<file path="src/rtl/cpu_run_pkg.sv">
// Shared types and defaults for the CPU run controller.
// State encoding is fixed: IDLE=0, RESET=1, RUN=2, DONE=3.
package cpu_run_pkg;

    localparam int DEF_PC_W        = 32;
    localparam int DEF_CNT_W       = 16;
    localparam int DEF_RST_CYCLES  = 2;
    localparam int DEF_MAX_CYCLES  = 50;
    localparam int DEF_STALL_LIMIT = 4;

    localparam int RST_CNT_W   = 8;
    localparam int STALL_CNT_W = 8;

    typedef enum logic [1:0] {
        ST_IDLE  = 2'd0,
        ST_RESET = 2'd1,
        ST_RUN   = 2'd2,
        ST_DONE  = 2'd3
    } run_state_e;

    typedef struct packed {
        logic cpu_rst;
        logic cpu_en;
        logic running;
        logic done;
    } run_ctl_t;

    // Control outputs implied by a given state; registered by the caller.
    function automatic run_ctl_t ctl_for(input run_state_e s);
        run_ctl_t c;
        c = '0;
        unique case (s)
            ST_IDLE, ST_RESET: c.cpu_rst = 1'b1;
            ST_RUN: begin
                c.cpu_en  = 1'b1;
                c.running = 1'b1;
            end
            ST_DONE: c.done = 1'b1;
        endcase
        return c;
    endfunction

endpackage

</file>
<file path="src/rtl/cpu_stall_det.sv">
// PC-stall detector: flags a stall once the PC has repeated for STALL_LIMIT cycles.
// Only built when CPU_RUN_CTRL_STALL_DETECT_EN is defined.
`ifdef CPU_RUN_CTRL_STALL_DETECT_EN
module cpu_stall_det
    import cpu_run_pkg::*;
#(
    parameter int PC_W        = DEF_PC_W,
    parameter int STALL_LIMIT = DEF_STALL_LIMIT
) (
    input  logic            clk,
    input  logic            rst,
    input  logic            clr_i,
    input  logic            run_i,
    input  logic [PC_W-1:0] pc_i,
    output logic            stall,
    output logic            enable
);

    localparam logic [STALL_CNT_W-1:0] LIMIT_M1 = STALL_CNT_W'(STALL_LIMIT - 1);

    logic [PC_W-1:0]        prev_pc_q, prev_pc_d;
    logic [STALL_CNT_W-1:0] cnt_q, cnt_d;
    logic                   armed_q, armed_d;
    logic                   same;

    // cnt_q holds the number of earlier consecutive repeats, so the current
    // repeat completes the streak when cnt_q reaches STALL_LIMIT-1.
    always_comb begin
        same      = armed_q && (pc_i == prev_pc_q);
        prev_pc_d = prev_pc_q;
        armed_d   = armed_q;
        cnt_d     = cnt_q;
        stall     = 1'b0;
        if (clr_i) begin
            prev_pc_d = '0;
            armed_d   = 1'b0;
            cnt_d     = '0;
        end else if (run_i) begin
            prev_pc_d = pc_i;
            armed_d   = 1'b1;
            if (same) begin
                stall = (cnt_q >= LIMIT_M1);
                if (cnt_q != '1) begin
                    cnt_d = cnt_q + STALL_CNT_W'(1);
                end
            end else begin
                cnt_d = '0;
            end
        end
    end

    always_ff @(posedge clk or posedge rst) begin
        if (rst) begin
            prev_pc_q <= '0;
            armed_q   <= 1'b0;
            cnt_q     <= '0;
        end else begin
            prev_pc_q <= prev_pc_d;
            armed_q   <= armed_d;
            cnt_q     <= cnt_d;
        end
    end

    assign enable = armed_q;

endmodule
`endif

</file>
<file path="src/rtl/cpu_run_ctrl.sv">
// Run controller: resets a CPU, lets it run until halt/stall or cycle budget, then freezes it.
// Define CPU_RUN_CTRL_STALL_DETECT_EN to also end a run on a repeated PC.
module cpu_run_ctrl
    import cpu_run_pkg::*;
#(
    parameter int PC_W        = DEF_PC_W,
    parameter int CNT_W       = DEF_CNT_W,
    parameter int RST_CYCLES  = DEF_RST_CYCLES,
    parameter int MAX_CYCLES  = DEF_MAX_CYCLES,
    parameter int STALL_LIMIT = DEF_STALL_LIMIT
) (
    input  logic             clk,
    input  logic             rst,
    input  logic             start,
    input  logic [PC_W-1:0]  cpu_pc,
    input  logic             cpu_halt,
    output logic             cpu_rst,
    output logic             cpu_en,
    output logic             running,
    output logic             done,
    output logic             halted,
    output logic             timeout,
    output logic [CNT_W-1:0] cycle_count,
    output logic [PC_W-1:0]  last_pc
);

    localparam logic [RST_CNT_W-1:0] RST_LAST = RST_CNT_W'(RST_CYCLES - 1);
    localparam logic [CNT_W-1:0]     MAX_C    = CNT_W'(MAX_CYCLES);

    run_state_e           state_q, state_d;
    run_ctl_t             ctl_q, ctl_d;
    logic [RST_CNT_W-1:0] rst_cnt_q, rst_cnt_d;
    logic [CNT_W-1:0]     cnt_q, cnt_d;
    logic [PC_W-1:0]      last_pc_q, last_pc_d;
    logic                 halted_q, halted_d;
    logic                 timeout_q, timeout_d;
    logic                 enter_reset;
    logic                 stall_hit;

    assign enter_reset = start && ((state_q == ST_IDLE) || (state_q == ST_DONE));

`ifdef CPU_RUN_CTRL_STALL_DETECT_EN
    logic stall;
    logic det_en;

    cpu_stall_det #(
        .PC_W        (PC_W),
        .STALL_LIMIT (STALL_LIMIT)
    ) u_stall_det (
        .clk    (clk),
        .rst    (rst),
        .clr_i  (enter_reset),
        .run_i  (state_q == ST_RUN),
        .pc_i   (cpu_pc),
        .stall  (stall),
        .enable (det_en)
    );

    assign stall_hit = stall & det_en;
`else
    logic unused_stall_cfg;
    assign unused_stall_cfg = ^(STALL_CNT_W'(STALL_LIMIT));
    assign stall_hit        = 1'b0;
`endif

    always_comb begin
        state_d   = state_q;
        rst_cnt_d = rst_cnt_q;
        cnt_d     = cnt_q;
        last_pc_d = last_pc_q;
        halted_d  = halted_q;
        timeout_d = timeout_q;
        unique case (state_q)
            ST_IDLE, ST_DONE: begin
                if (enter_reset) begin
                    state_d   = ST_RESET;
                    rst_cnt_d = '0;
                    cnt_d     = '0;
                    last_pc_d = '0;
                    halted_d  = 1'b0;
                    timeout_d = 1'b0;
                end
            end
            ST_RESET: begin
                if (rst_cnt_q == RST_LAST) begin
                    state_d = ST_RUN;
                end else begin
                    rst_cnt_d = rst_cnt_q + RST_CNT_W'(1);
                end
            end
            ST_RUN: begin
                last_pc_d = cpu_pc;
                if (cnt_q < MAX_C) begin
                    cnt_d = cnt_q + CNT_W'(1);
                end
                // Halt wins over budget exhaustion in the same cycle.
                if (cpu_halt || stall_hit) begin
                    state_d  = ST_DONE;
                    halted_d = 1'b1;
                end else if (cnt_d == MAX_C) begin
                    state_d   = ST_DONE;
                    timeout_d = 1'b1;
                end
            end
        endcase
        ctl_d = ctl_for(state_d);
    end

    always_ff @(posedge clk or posedge rst) begin
        if (rst) begin
            state_q   <= ST_IDLE;
            ctl_q     <= ctl_for(ST_IDLE);
            rst_cnt_q <= '0;
            cnt_q     <= '0;
            last_pc_q <= '0;
            halted_q  <= 1'b0;
            timeout_q <= 1'b0;
        end else begin
            state_q   <= state_d;
            ctl_q     <= ctl_d;
            rst_cnt_q <= rst_cnt_d;
            cnt_q     <= cnt_d;
            last_pc_q <= last_pc_d;
            halted_q  <= halted_d;
            timeout_q <= timeout_d;
        end
    end

    assign cpu_rst     = ctl_q.cpu_rst;
    assign cpu_en      = ctl_q.cpu_en;
    assign running     = ctl_q.running;
    assign done        = ctl_q.done;
    assign halted      = halted_q;
    assign timeout     = timeout_q;
    assign cycle_count = cnt_q;
    assign last_pc     = last_pc_q;

endmodule
</file>
<file path="config.mk">
export PLATFORM = sky130hd
export DESIGN_NAME = cpu_run_ctrl
export DESIGN_NICKNAME = d
export VERILOG_FILES = /design/src/rtl/cpu_run_pkg.sv /design/src/rtl/cpu_stall_det.sv /design/src/rtl/cpu_run_ctrl.sv
export SDC_FILE = /design/constraint.sdc
export NUM_CORES = 1
export LEC_CHECK = 0
export ABC_AREA = 1
export CAP_MARGIN = 20
export CORE_AREA = 2 2 79 81
export DETAILED_ROUTE_END_ITERATION = 7
export DIE_AREA = 0 0 81 83
export GPL_ROUTABILITY_DRIVEN = 0
export HOLD_SLACK_MARGIN = 0.02
export PLACE_DENSITY = 0.82
export SLEW_MARGIN = 0
export SYNTH_ARGS = -nofsm -noshare
export SYNTH_HDL_FRONTEND = slang
export SYNTH_SLANG_ARGS = --single-unit
export TNS_END_PERCENT = 5
</file>
<file path="constraint.sdc">
create_clock -name clk -period 3.4 [get_ports clk]
set_input_delay 0.68 -clock clk [delete_from_list [all_inputs] [get_ports clk]]
set_output_delay 0.68 -clock clk [all_outputs]
set_load 0.01 [all_outputs]
</file>
* After elaboration in Yosys (flattened, before gate mapping)
Cells that the tools add are included.
** Storage, ports and cells
- Bits of input ports :: 36
- Output and inout port bits :: 54
- Bits in registers :: 64
- Logic and storage cells :: 61
** Operators by class
- $add $sub $neg :: 2
- Reduce and logical (&&, ||, !) cells :: 12
- Eq/ne operators :: 13
- $lt $le $gt $ge :: 1
- Multiplexer cells :: 23
** Operator list (count)
- $pmux 32 s2 :: 1
- $mux 16 :: 3
- $mux 32 :: 1
- $pmux 16 s2 :: 1
- $add 16x1->16 const B :: 1
- $eq 16x6->1 const B :: 1
- $lt 16x6->1 const B :: 1
- $mux 8 :: 2
- $pmux 8 s2 :: 1
- $mux 2 :: 5
- $ne 2x2->1 const B :: 5
- $add 8x1->8 const B :: 1
- $eq 2x2->1 const B :: 4
- $eq 8x1->1 const B :: 1
- $mux 1 :: 6
- $pmux 2 s3 :: 1
- $reduce_and 3->1 :: 2
- $eq 2x1->1 const B :: 2
- $logic_not 2->1 :: 2
- $pmux 1 s2 :: 2
- $reduce_and 4->1 :: 1
- $reduce_bool 2->1 :: 2
- $reduce_or 2->1 :: 2
- $reduce_and 2->1 :: 1
- 2 further kinds :: 2

* Longest topological paths before layout
Gate-level depths: netlist of run 1.
- Word-level depth :: 10
- Mapped depth :: 16
- Gate-level depth less buffers :: 15

* Worst setup path after synthesis of run 1
Ideal clock, no wire load.
- Path kind :: register to register
- Start point :: register state_q[0]
- End point :: register rst_cnt_q[6]
- Required time :: 3.281 ns
- Cell stages (with the launch flop) :: 12
- Setup time :: 0.119 ns
- Period minus slack after synthesis :: 1.723 ns
- Data arrival time :: 1.604 ns
- Slack :: 1.677 ns
- Buffers on the path :: 0
- Cell sequence :: dfrtp_1 > inv_1 > ha_1 > inv_1 > nor2_1 > nor2_1 > nand2_1 > nor3_2 > nand3_1 > nor2_1 > a21oi_1 > o21a_1
** Between the ends
- Cells in the longest elaborated chain, start to end :: 5
- Elaborated cells between the ends (all ways) :: 11
- Classes of those cells :: eq/ne (4); mux (1); reduce/logical (6)
** RTL lines
- start, declared :: RTL line cpu_run_ctrl.sv:30 : run_state_e state_q, state_d;
- start signal, assigned :: RTL line cpu_run_ctrl.sv:119 : state_q <= state_d;
- $eq 2x2->1 / $logic_not 2->1 (equally long branches) :: RTL line cpu_run_ctrl.sv:40, cpu_run_ctrl.sv:73
- $logic_or 1x1->1 :: RTL line cpu_run_ctrl.sv:40 : assign enter_reset = start && ((state_q == ST_IDLE) || (state_q == ST_DONE));
- $logic_and 1x1->1 :: RTL line cpu_run_ctrl.sv:40
- $ne 2x2->1 (no source line)
- $reduce_and 3->1 (no source line)
- end signal, assigned :: RTL line cpu_run_ctrl.sv:121 : rst_cnt_q <= rst_cnt_d;
- end, declared :: RTL line cpu_run_ctrl.sv:32 : logic [RST_CNT_W-1:0] rst_cnt_q, rst_cnt_d;
Parallel ways exist; a longest one is shown, timed or not.
A chain may end at the register's enable or synchronous reset.

* Worst setup path after layout of run 1
- Start point :: register state_q[0]
- End point :: register halted_q (netlist: halted)
** Between the ends
- Cells in the longest elaborated chain, start to end :: 5
- Elaborated cells between the ends (all ways) :: 11
- Classes of those cells :: eq/ne (4); mux (1); reduce/logical (6)
** RTL lines
- $eq 2x2->1 / $logic_not 2->1 (equally long branches) :: RTL line cpu_run_ctrl.sv:40, cpu_run_ctrl.sv:73
- $logic_or 1x1->1 :: RTL line cpu_run_ctrl.sv:40
- $logic_and 1x1->1 :: RTL line cpu_run_ctrl.sv:40
- $ne 2x2->1 (no source line)
- $reduce_and 3->1 (no source line)
- end signal, assigned :: RTL line cpu_run_ctrl.sv:124 : halted_q <= halted_d;
- end, declared :: RTL line cpu_run_ctrl.sv:35 : logic halted_q, halted_d;
Parallel ways exist; a longest one is shown, timed or not.

==> flow_summary.toml, run 1 <==
[status]
status = "finished clean"

[die]
rows = 28
die_h_um = 83
start_util = 0.4742
die_w_um = 81
dieArea_um2 = 6723
pin_count = 90
coreArea_um2 = 5816

[worst_setup_path]
critPathKind = "flip-flop to flip-flop"
ff2ff_setup_slack_ns = 1.13
crit_fanout = 35
path_buf_inv = 4
cp_top_family = "buffers and inverters"
cpPeakStageDelay_ns = 0.39
cpMaxStageDelayCell = "dfrtp_1"
timing.rr.end = "halted"
crit_path_start_kind = "flip-flop"
path_cells = "inv_1 > ha_1 > inv_1 > nor2_1 > nor2_4 > nor2_2 > buf_4 > inv_1 > a21oi_1 > nor2_1"
r2r-start = "state_q[0]"
critPathMostFrequentCell = "inv_1"
worst_ep_arrival_time_ns = 2.47
worstSetupEndpointType = "flip-flop"
cp.required_ns = 3.61
r2r_cells = 10
crit_start = "state_q[0]"

[timing]
hold_viol_final = 0
slew_headroom = 0.6550
layout_min_cycle_time_ns = 2.265
setup_viol = 0
clock-skew-final_ns = 0.008391
finalMaxSlewViolations = 0
rsz0062_at_grt = "no"
holdWs_ns = 0.4973
setup_slack_ns = 1.135
fmax_mhz = 441.4
worst_slew_pin_slew_ns = 0.5163
post-route-period-util = 0.6663
tns_ns = 0

[clock_tree]
htreeDepth = 3
post-cts-setup-buffers = 0
insertion_delay_ns = 0.33
post_cts_resize_count = 0
path_clk_slew_ns = 0.07
hold_buffers = 0
cts.sinks = 63
cts_root_buffer = "clkbuf_8"
clock_path_buffers = 2
cts_buffers = 9
cts_tree = "built"

[layout]
final_cell_mix = "clkdlybuf4s50_1, dfrtp_1, nand2_1"
n_antenna_cell = 0
area_growth_pct = 42.15
drive_gt1_frac = 0.1005
final_nets = 404
final_common_cell = "clkdlybuf4s50_1"

[power]
power.density_nw_per_um2 = 399.3
leakagePower_uw = 0.001879
vdd_drop_max_uv = 458.4

[worst_hold_path]
hold_path.class = "flip-flop to flip-flop"
worstHoldStart = "last_pc[19]"
whs_path_depth = 1
worstHoldEndpoint = "last_pc[19]"

[drt]
wl_per_cell_um = 14.61
totalWireLength_um = 6473
drt_iter0_drc = 91
dr_total_vias = 2280
drt-met1-wl_um = 2875
routed-wl-met2_um = 3222
drc = 0
routed-wl-met3_um = 326
final_antenna_net_count = 0
vias_per_cell = 5.147
drtPass1Iterations = 4
dr.max_layer_used = "met4"

[grt]
grt_pass1_vias = 2305
antenna_found_initial = 0
grt_max_degree = 36
overflow = 0
grt_pass1_wl_um = 10710
grt_util_all_layers = 0.2026

[placement]
dpl.hpwl_um = 4710
port-buffer-count = 89
post-place-ws_ns = 0.8435

[logic_synthesis]
synth_seq_cells = 63
netlist_area_um2 = 2758
seq_area_frac_synth = 0.5721
netlist_instances = 268
postSynthNetCount = 309
yosys-top-cells-area = "dfrtp_1, a22o_1, nand2_1"
yosysWarnings = 0
synth_top_area_share = 0.5626
ys_types = 29
synth.avg_cell_area_um2 = 10.29
yosysTopAreaCell = "dfrtp_1"

[run]
cap_violations = 0
==> synth_stat cells <==
| cell type | n |
|---|---|
| o21a_1 | 8 |
| buf_6 | 1 |
| nor3_1 | 4 |
| dfstp_2 | 1 |
| o21ai_0 | 8 |
| a32oi_1 | 1 |
| nand3_1 | 17 |
| nand2_1 | 35 |
| o22ai_1 | 3 |
| xor2_1 | 2 |
| nand3_4 | 1 |
| inv_2 | 2 |
| clkbuf_1 | 4 |
| a22o_1 | 32 |
| nand4_1 | 1 |
| nor3_2 | 1 |
| inv_1 | 33 |
| a21oi_1 | 12 |
| nand2_2 | 3 |
| nor2_4 | 3 |
| dfrtp_1 | 62 |
| buf_2 | 3 |
| ha_1 | 5 |
| nor2_8 | 1 |
| nor2_1 | 19 |
| nand2_4 | 1 |
| buf_4 | 1 |
| nor3b_1 | 1 |
| nor2_2 | 3 |
==> kinds of logic (layout without fill, tap and decap cells) <==
kind of cell | after synthesis | after routing | synth area share
xor gates and xnor gates | 2 | 2 | 0.006353
adders and majority gates | 5 | 5 | 0.02269
and+or+nand+nor | 90 | 90 | 0.1638
buffers and inverters | 44 | 144 | 0.06533
DFF | 63 | 63 | 0.5721
AOI/OAI and AO/OA | 64 | 64 | 0.1697
==> registers in the layout, indices dropped and copies added, names as in the netlist <==
| register | cells |
|---|---|
| timeout | 1 |
| state_q | 2 |
| cycle_count | 16 |
| last_pc | 32 |
| cpu_rst | 1 |
| halted | 1 |
| cpu_en | 1 |
| rst_cnt_q | 8 |
| done | 1 |
==> cell type report <==
class                   instances  area [µm²]
clock buffers                  10       127.6
flip-flops and latches         63        1578
fillers                       472        1896
repair buffers                 93       920.9
inverters                      35       131.4
well taps                      75       93.84
multi-input cells             161        1007
clock inverters                 6       61.31
==> report_power, final <==
part	switching, µW	leakage [µW]	internal (µW)
logic	62.1	0.00101	99.2
clock network	276	0.0000960	336
registers	17.8	0.000777	774
total	356	0.00188	1210
==> worst register-to-register path, stage by stage, from the launching register on <==
cell and delay, ns:
dfrtp_1 0.39, inv_1 0.09, ha_1 0.34, inv_1 0.07, nor2_1 0.24, nor2_4 0.17
nor2_2 0.12, buf_4 0.34, inv_1 0.19, a21oi_1 0.16, nor2_1 0.06
==> per-layer routing <==
layer	track usage	up-vias
li1	-	1094
met3	0.05000	6
met5	0	-
met4	0.05855	0
met2	0.3261	70
met1	0.2704	1110
==> how the worst max path moves through the flow <==
stage / endpoint / slack [ns] / depth (start not counted)
after floorplan: cpu_en / 1.15 / 1
after global placement: halted / 0.91 / 8
after detailed placement: halted / 0.84 / 8
after CTS: halted / 1.11 / 10
after global routing: halted / 0.96 / 10
final: halted / 1.13 / 10
==> metrics by stage <==
stage,power [µW],instances,cell area (µm²),utilization
CTS,1581,443,3920,0.6741
detailed placement,967.5,427,3731,0.6416
floorplan,863.0,268,2758,-
finish,1565,443,3920,0.6741
global route,1641,443,3920,0.6741
global placement,965.3,427,3731,0.6416
Power figures use the tool's default switching activity.
==> run 2: changes to the inputs <==
--- a/config.mk
+++ b/config.mk
@@ -7,12 +7,12 @@
 export LEC_CHECK = 0
 export ABC_AREA = 1
 export CAP_MARGIN = 20
-export CORE_AREA = 2 2 79 81
+export CORE_AREA = 2 2 81 83
 export DETAILED_ROUTE_END_ITERATION = 7
-export DIE_AREA = 0 0 81 83
+export DIE_AREA = 0 0 83 85
 export GPL_ROUTABILITY_DRIVEN = 0
 export HOLD_SLACK_MARGIN = 0.02
-export PLACE_DENSITY = 0.82
+export PLACE_DENSITY = 0.78
 export SLEW_MARGIN = 0
 export SYNTH_ARGS = -nofsm -noshare
 export SYNTH_HDL_FRONTEND = slang
==> constraint.sdc (replaced) <==
create_clock -name clk -period 2.1 [get_ports clk]
set_input_delay 0.42 -clock clk [delete_from_list [all_inputs] [get_ports clk]]
set_output_delay 0.42 -clock clk [all_outputs]
set_load 0.01 [all_outputs]
==> run 2 against run 1 <==
Net effect:
- total power grew 75%
- combinational power up 61%
- design area increased by 1.8%
- largest cell class unchanged
- flip-flop and latch count is the same
- final cell count up 0.90%
- sequential power grew 62%
- non-clock buffer count up 2
- clock power is 94% higher
- register-to-register slack lost 0.94 ns
- worst setup slack lost 0.94 ns
- clock skew is 0.0012 ns higher
- count of clock-buffer cells in the layout stayed put
==> flow_summary.toml, run 2 (same netlist as run 1, synthesis figures left out) <==
[status]
status = "finished clean"

[worst_setup_path]
crit_fanout = 6
timing.rr.end = "rst_cnt_q[6]"
cp_top_family = "simple AND/OR/NAND/NOR gates"
worstSetupPathDepth = 11
crit_path_end = "rst_cnt_q[6]"
cpPeakStageDelay_ns = 0.37
path_cells = "inv_1 > ha_1 > inv_1 > nor2_1 > nor2_1 > nand2_1 > nor3_2 > nand3_1 > nor2_1 > a21oi_1 > o21a_1"
worst_ep_arrival_time_ns = 2.13
cp.required_ns = 2.33
critPathKind = "flip-flop to flip-flop"
cpMaxStageDelayCell = "dfrtp_1"
ff2ff_setup_slack_ns = 0.19
crit_path_start_kind = "flip-flop"
critPathMostFrequentCell = "nor2_1"
path_buf_inv = 2
crit_start = "state_q[0]"
worstSetupEndpointType = "flip-flop"
r2r_cells = 11
r2r-start = "state_q[0]"

[layout]
final_cell_mix = "clkdlybuf4s50_1, dfrtp_1, nand2_1"
drive_gt1_frac = 0.1081
seq_area_um2 = 1578
fill_cells = 494
multi_input_area_um2 = 1007
stdcell_area_um2 = 3991
largest_reg_flops = 32
area_growth_pct = 44.74
n_antenna_cell = 0
final_common_cell = "clkdlybuf4s50_1"
final_nets = 406

[grt]
grt_pass1_vias = 2163
grt_util_all_layers = 0.1882
antenna_found_initial = 0
grt_pass1_wl_um = 10610
overflow = 0
grt_max_degree = 37

[power]
pwr-share-clk = 0.436
p_comb_frac = 0.095
vdd_drop_max_uv = 506.3
swShare = 0.2241
power.density_nw_per_um2 = 684.3
p_seq_frac = 0.469
power.switching_uw = 611.9
leakagePower_uw = 0.001909
internal-power_uw = 2119

[die]
die_w_um = 83
dieArea_um2 = 7055
start_util = 0.4444
rows = 29
die_h_um = 85
pin_count = 90
coreArea_um2 = 6205

[clock_tree]
post-cts-setup-buffers = 0
path_clk_slew_ns = 0.07
cts_buffers = 9
cts_tree = "built"
post_cts_resize_count = 0
cts_root_buffer = "clkbuf_8"
insertion_delay_ns = 0.33
cts.sinks = 63
htreeDepth = 3
hold_buffers = 0
clock_path_buffers = 2

[timing]
worst_slew_pin_slew_ns = 0.4450
setup_slack_ns = 0.1938
slew_headroom = 0.7033
clock-skew-final_ns = 0.009571
layout_min_cycle_time_ns = 1.906
rsz0062_at_grt = "no"
post-route-period-util = 0.9077
setup_viol = 0
tns_ns = 0
hold_viol_final = 0
fmax_mhz = 524.6
finalMaxSlewViolations = 0

[drt]
wl_per_cell_um = 13.80
drt_iter0_drc = 121
final_antenna_net_count = 0
vias_per_cell = 5.027
totalWireLength_um = 6167
drc = 0
dr_total_vias = 2247
drtPass1Iterations = 4

[placement]
dpl.hpwl_um = 4472
placed_area_um2 = 3761
post-place-ws_ns = 0.1435
port-buffer-count = 89

[worst_hold_path]
hold_path.class = "input port to async pin"

[run]
cap_violations = 0
-- run 2: cell types whose count changed in the layout (fill, tap and decap cells not counted) --
| cell | previous run | this run |
|---|---|---|
| bufinv_16 | 1 | 2 |
| clkbuf_1 | 1 | 0 |
| clkbuf_8 | 9 | 10 |
| inv_6 | 0 | 1 |
| clkinvlp_4 | 1 | 2 |
| clkinv_2 | 3 | 0 |
| buf_12 | 0 | 1 |
| buf_4 | 4 | 5 |
-- run 2: routing by layer --
metal	vias up	track usage	wire (µm)
li1	1100	-	-
met1	1074	0.2519	2801
met2	66	0.3028	2997
met3	7	0.05642	307
met4	0	0.04918	61
met5	-	0	0
-- run 2: stage by stage --
stage	power (µW)	hold slack [ns]	instances	utilization
2_1_floorplan	1397	0.5035	268	-
3_3_place_gp	1562	0.4827	431	0.6062
3_5_place_dp	1565	0.4816	431	0.6062
4_1_cts	2764	0.4708	447	0.6433
5_1_grt	2851	0.5049	447	0.6433
6_report	2731	0.4705	447	0.6433
-- run 2: power groups by stage --
| stage | Clock, µW | Sequential, µW | Combinational [µW] |
|---|---|---|---|
| after floorplan | 0 | 1320 | 79.5 |
| final | 1190 | 1280 | 259 |
| after global placement | 0 | 1300 | 259 |
| after detailed placement | 0 | 1300 | 263 |
| after CTS | 1220 | 1280 | 264 |
| after global routing | 1280 | 1290 | 282 |
-- run 2: worst min path at each step --
stage / slack [ns] / endpoint / cells past startpoint
global route: 0.50 / last_pc[7] / 3
CTS: 0.47 / last_pc[10] / 3
global placement: 0.48 / last_pc[29] / 1
detailed placement: 0.48 / last_pc[30] / 1
finish: 0.47 / rst_cnt_q[6] / 3
floorplan: 0.50 / rst_cnt_q[7] / 2
-- run 2: final cells by class --
| cell class | instances | area share |
|---|---|---|
| Sequential cell | 63 | 0.3953 |
| Timing Repair Buffer | 95 | 0.2376 |
| Inverter | 35 | 0.03292 |
| Multi-Input combinational cell | 161 | 0.2524 |
| Tap cell | 77 | 0.02414 |
| Clock inverter | 6 | 0.02320 |
| Clock buffer | 10 | 0.03448 |
-- run 2: worst min-delay path: cells and delay by family --
family,cells,cell delay (ns)
buffers and inverters,3,0.78
